File: src/rtl/alu_op_sequencer_if.sv
// alu_op_sequencer_if: operation request and result response handshake bundle
interface alu_op_sequencer_if;
  logic in_valid, in_ready, out_valid, out_ready, out_cout, out_zero;
  logic [3:0] in_op, in_a, in_b, out_op, out_y;
  modport master(
    output in_valid, in_op, in_a, in_b, out_ready,
    input in_ready, out_valid, out_op, out_y, out_cout, out_zero
  );
  modport slave(
    input in_valid, in_op, in_a, in_b, out_ready,
    output in_ready, out_valid, out_op, out_y, out_cout, out_zero
  );
endinterface

File: src/rtl/alu_op_sequencer.sv
// alu_op_sequencer: registers one ALU op, holds it for EXEC_CYCLES, then presents the captured result
module alu_op_sequencer #(
  parameter int EXEC_CYCLES = 1,
  parameter int CNT_W = 8
) (
  input  logic clk,
  input  logic rst_n,
  alu_op_sequencer_if.slave bus,
  output logic dec_sel_a,
  output logic dec_sel_b,
  output logic dec_sel_c,
  output logic dec_sel_d,
  output logic [3:0] alu_a,
  output logic [3:0] alu_b,
  input  logic [3:0] alu_y,
  input  logic alu_cout,
  output logic busy,
  output logic [CNT_W-1:0] op_count
);
  typedef enum logic [1:0] {IDLE, EXEC, RESP} state_t;
  localparam logic [3:0] LAST = 4'(EXEC_CYCLES - 1);
  state_t state, state_nx;
  logic [3:0] op_reg, cnt;
  logic accept, done, fire;
  assign accept = bus.in_valid & bus.in_ready;
  assign done = (state == EXEC) && (cnt == LAST);
  assign fire = (state == RESP) && bus.out_ready;
  assign {dec_sel_a, dec_sel_b, dec_sel_c, dec_sel_d} = op_reg;
  always_ff @(posedge clk or negedge rst_n)
    if (!rst_n) state <= IDLE;
    else state <= state_nx;
  // accept has priority so a retire with a new request goes straight back to EXEC
  always_comb begin
    state_nx = accept ? EXEC : done ? RESP : fire ? IDLE : state;
  end
  always_comb begin
    bus.in_ready = (state == IDLE) | ((state == RESP) & bus.out_ready);
    bus.out_valid = state == RESP;
    busy = state != IDLE;
  end
  always_ff @(posedge clk or negedge rst_n)
    if (!rst_n) begin
      op_reg <= '0;
      alu_a <= '0;
      alu_b <= '0;
      cnt <= '0;
      bus.out_op <= '0;
      bus.out_y <= '0;
      bus.out_cout <= 1'b0;
      bus.out_zero <= 1'b0;
      op_count <= '0;
    end else begin
      if (accept) begin
        op_reg <= bus.in_op;
        alu_a <= bus.in_a;
        alu_b <= bus.in_b;
        cnt <= '0;
      end else if (state == EXEC) cnt <= cnt + 4'd1;
      if (done) begin
        bus.out_op <= op_reg;
        bus.out_y <= alu_y;
        bus.out_cout <= alu_cout;
        bus.out_zero <= alu_y == 4'd0;
      end
      if (fire) op_count <= op_count + CNT_W'(1);
    end
endmodule

File: src/flat_wrapper.sv
// flat-port wrapper written by rule: the top's interface ports become plain ports
module alu_op_sequencer_flat 
#(
  parameter int EXEC_CYCLES = 1,
  parameter int CNT_W = 8
)
  (clk, rst_n, dec_sel_a, dec_sel_b, dec_sel_c, dec_sel_d, alu_a, alu_b, alu_y, alu_cout, busy, op_count, bus_in_valid, bus_in_op, bus_in_a, bus_in_b, bus_out_ready, bus_in_ready, bus_out_valid, bus_out_op, bus_out_y, bus_out_cout, bus_out_zero);
  alu_op_sequencer_if bus_i ();
  input  logic clk;
  input  logic rst_n;
  output logic dec_sel_a;
  output logic dec_sel_b;
  output logic dec_sel_c;
  output logic dec_sel_d;
  output logic [3:0] alu_a;
  output logic [3:0] alu_b;
  input  logic [3:0] alu_y;
  input  logic alu_cout;
  output logic busy;
  output logic [CNT_W-1:0] op_count;
  input wire logic [$bits(bus_i.in_valid)-1:0] bus_in_valid;
  input wire logic [$bits(bus_i.in_op)-1:0] bus_in_op;
  input wire logic [$bits(bus_i.in_a)-1:0] bus_in_a;
  input wire logic [$bits(bus_i.in_b)-1:0] bus_in_b;
  input wire logic [$bits(bus_i.out_ready)-1:0] bus_out_ready;
  output wire logic [$bits(bus_i.in_ready)-1:0] bus_in_ready;
  output wire logic [$bits(bus_i.out_valid)-1:0] bus_out_valid;
  output wire logic [$bits(bus_i.out_op)-1:0] bus_out_op;
  output wire logic [$bits(bus_i.out_y)-1:0] bus_out_y;
  output wire logic [$bits(bus_i.out_cout)-1:0] bus_out_cout;
  output wire logic [$bits(bus_i.out_zero)-1:0] bus_out_zero;
  assign bus_i.in_valid = bus_in_valid;
  assign bus_i.in_op = bus_in_op;
  assign bus_i.in_a = bus_in_a;
  assign bus_i.in_b = bus_in_b;
  assign bus_i.out_ready = bus_out_ready;
  assign bus_in_ready = bus_i.in_ready;
  assign bus_out_valid = bus_i.out_valid;
  assign bus_out_op = bus_i.out_op;
  assign bus_out_y = bus_i.out_y;
  assign bus_out_cout = bus_i.out_cout;
  assign bus_out_zero = bus_i.out_zero;
  alu_op_sequencer #(.EXEC_CYCLES(EXEC_CYCLES), .CNT_W(CNT_W)) u_core (.clk(clk), .rst_n(rst_n), .bus(bus_i), .dec_sel_a(dec_sel_a), .dec_sel_b(dec_sel_b), .dec_sel_c(dec_sel_c), .dec_sel_d(dec_sel_d), .alu_a(alu_a), .alu_b(alu_b), .alu_y(alu_y), .alu_cout(alu_cout), .busy(busy), .op_count(op_count));
endmodule
File: config.mk
export PLATFORM = sky130hd
export DESIGN_NAME = alu_op_sequencer_flat
export DESIGN_NICKNAME = d
export VERILOG_FILES = /design/src/rtl/alu_op_sequencer_if.sv /design/src/rtl/alu_op_sequencer.sv /design/src/flat_wrapper.sv
export SDC_FILE = /design/constraint.sdc
export NUM_CORES = 1
export LEC_CHECK = 0
export BUFFER_PORTS_ARGS = -buffer_cell sky130_fd_sc_hd__buf_2
export CORE_MARGIN = 5
export CORE_UTILIZATION = 52
export CTS_CLUSTER_DIAMETER = 120
export DETAILED_ROUTE_END_ITERATION = 12
export PLACE_DENSITY = 0.83
export SKIP_CTS_REPAIR_TIMING = 1
export SYNTH_ARGS = -nofsm -noshare
export SYNTH_HDL_FRONTEND = slang
export SYNTH_SLANG_ARGS = --single-unit
File: constraint.sdc
create_clock -name clk -period 4.27 [get_ports clk]
set_clock_uncertainty 0.15 [all_clocks]
set_input_delay 0 -clock clk [delete_from_list [all_inputs] [get_ports clk]]
set_output_delay 0 -clock clk [all_outputs]
set_load 0.01 [all_outputs]
==> impl_results.md <==
* H-tree levels at 2
* Pleak at 1.07 nW
* Grt ovf at 0
* Total power at 0.00143 W
* RR Startpoint: u_core.state[1]
* Register area share after synthesis at 58.3%
* Area contributors post-synth: dfrtp_1 (58%), mux2_2 (10%), mux2_4 (7.8%)
* Via density at 5.10
* Max transition margin at 20.1%
* Initial antenna violation count at 0
* Worst Hold Class: input pin to flop
* Synth-to-layout area growth at 35.2%
* Routed vias at 1,112
* Max reg flops at 8
* Gate Count Post-Synth at 110
* Critical path origin: u_core.state[1]
* Critical path startpoint category: flop
* Hold Path Stages at 3
* CP arrival at 2.34 ns
* Most frequent cells in the layout: buf_2 (53), dfrtp_1 (36), dlygate4sd3_1 (19), mux2_2 (14), mux2_4 (8)
* Peak Freq at 442 MHz
* DP HPWL at 2.24 mm
* Initial Util at 55.1%
* Die footprint at 4160 sq um
* Syn_nets at 134
* Status: finished clean
* Yosys top cell area share at 58.3%
* Pwr Density at 683 nW/um^2
* Synth Area in Adders at 2.43%
* Largest register by flop count: u_core.op_count
* Setup crit end kind: flop
* Root Driver: clkbuf_4
* Xor/xnor share of the synthesized area at 5.10%
* Most common cell after layout, fill and taps aside: buf_2
* Worst path required time at 4.35 ns
* Netlist cell types at 28
* Reg2reg end: u_core.alu_a[2]
* Routed length per placed instance at 14.9 microns
* Least-Margin Pin Slew at 1.19 ns
* TritonCTS buffer count at 5
* Die Wd at 64.5 microns
* Mapped Area at 1550 sq um
* R2r setup slk at 2.01 ns
* Max-slew violations at 0
* Crit share post-route at 53.0%
* Reg2Reg Depth at 3
* DRT Pass-1 Iters at 4
* Hold WS at 0.0639 ns
* Largest family of logic cells by synthesized area: multiplexers
* Yosys Warn Count at 0
* RSZ-0062 raised after global routing: no
* CTS Buffer Depth at 2
* Gp weighted congestion at 0.708
* Synth Area in Compound Gates at 1.13%
* Max-cap violation count at 0
* Synthesized flop and latch total at 36
* TritonCTS clock tree: done
* Core ar. at 2810 sq um
* Synth Area in Simple Gates at 12.0%
* DRC violations left at 0
* Leading area contributor after synthesis: dfrtp_1
* Worst vdd ir at 0.000395 V
* Clock sinks at 36
* Hold endpoint: u_core.cnt[1]
* Port-buffer cells at 53
* Vias in the first global route at 1,134
* Hold wc startpoint: bus_in_valid
* Fin. Hold Viols at 0
* Mux cell area share after synthesis at 18.6%
* First-pass GRT wire length at 5.11 mm
* Final nets at 210
* Final ANT Viol Nets at 0
* Total global routing track utilization at 15.9%
* # setup viols final at 0
* Syn Area/Cell at 14.0 sq um
* Clock transition at path regs at 0.10 ns
* Setup TNS Final at 0 ns
* Final Critical Period at 2.26 ns
* Clk Latency, worst-skew pair at 0.33 ns
* Starting DRC count in detailed routing at 40
* Largest net degree at the start of global routing at 37
* Inserted Diodes at 0
* Post-Route WL at 3.25 mm
* Io pins at 54
* Die extent in y at 64.5 microns
* Layout cells sized above 1 at 46.0%
* Critical path fanouts, max at 17
* Num rows at 19
* WS Path Type: flop to flop
[kinds of logic (layout without fill, tap and decap cells)]
| family | Yosys count | count (layout) |
|---|---|---|
| AOI/OAI and AO/OA | 3 | 3 |
| buffers and inverters | 6 | 83 |
| muxes | 23 | 23 |
| and+or+nand+nor | 30 | 30 |
| adders and majority gates | 3 | 3 |
| xor gates and xnor gates | 9 | 9 |
| DFF | 36 | 36 |
[critical path, stage by stage, from the launching register on]
cell and delay, ns:
dfrtp_1 0.46, nor2b_1 0.17, nor3b_2 0.93, mux2_2 0.43
[cells in the mapped netlist]
cell type  count
nor4_1         2
mux2_4         8
nand2b_4       1
nand4_1        3
xnor2_1        6
nor3b_2        1
a21oi_1        1
xor2_1         3
nand2_1        7
o21ai_0        1
a21o_1         1
buf_6          1
or3_1          1
and3b_1        1
mux2i_1        1
nor3_1         1
nand3_1        2
nor2b_1        2
mux2_2        14
or2_2          1
dfrtp_1       36
nand3b_1       2
buf_4          2
or4b_4         1
nor2_1         4
nand4b_1       1
inv_1          3
ha_1           3
[stage by stage]
| step | cells | utilization, % | area, sq um | worst slack (ns) |
|---|---|---|---|---|
| CTS | 199 | 67.7 | 1900 | 1.97 |
| global placement | 191 | 65.0 | 1820 | 2.14 |
| finish | 218 | 74.5 | 2090 | 2.01 |
| detailed placement | 191 | 65.0 | 1820 | 1.97 |
| floorplan | 110 | - | 1550 | 2.46 |
| global route | 218 | 74.5 | 2090 | 1.90 |
[power breakdown]
part	internal, W	switching [W]
Sequential	0.000492	0.000119
Clock	0.000123	0.000105
Combinational	0.000323	0.000266
[cell type report]
class / instances / area (sq um)
sequential: 36 / 901
fill: 191 / 716
multi-input combinational: 68 / 607
timing repair buffer: 72 / 455
clock buffer: 6 / 41.3
tap: 31 / 38.8
clock inverter: 2 / 35.0
inverter: 3 / 11.3
[layer usage]
layer,vias up,routed length [microns],global-route usage [%]
met3,8,220,5.70
met4,0,54,7.12
met2,40,1620,26.8
met5,-,0,0
li1,537,-,-
met1,527,1350,18.1
[how the worst max path moves through the flow]
stage / to / slack, ns / cells past startpoint
3_5_place_dp: u_core.alu_b[0] / 1.97 / 3
4_1_cts: u_core.alu_b[0] / 1.97 / 3
3_3_place_gp: u_core.alu_a[1] / 2.14 / 3
2_1_floorplan: u_core.bus.out_cout / 2.46 / 4
5_1_grt: u_core.alu_b[2] / 1.90 / 3
6_report: u_core.alu_a[2] / 2.01 / 3
No activity file was read; power rests on OpenSTA's default activity.
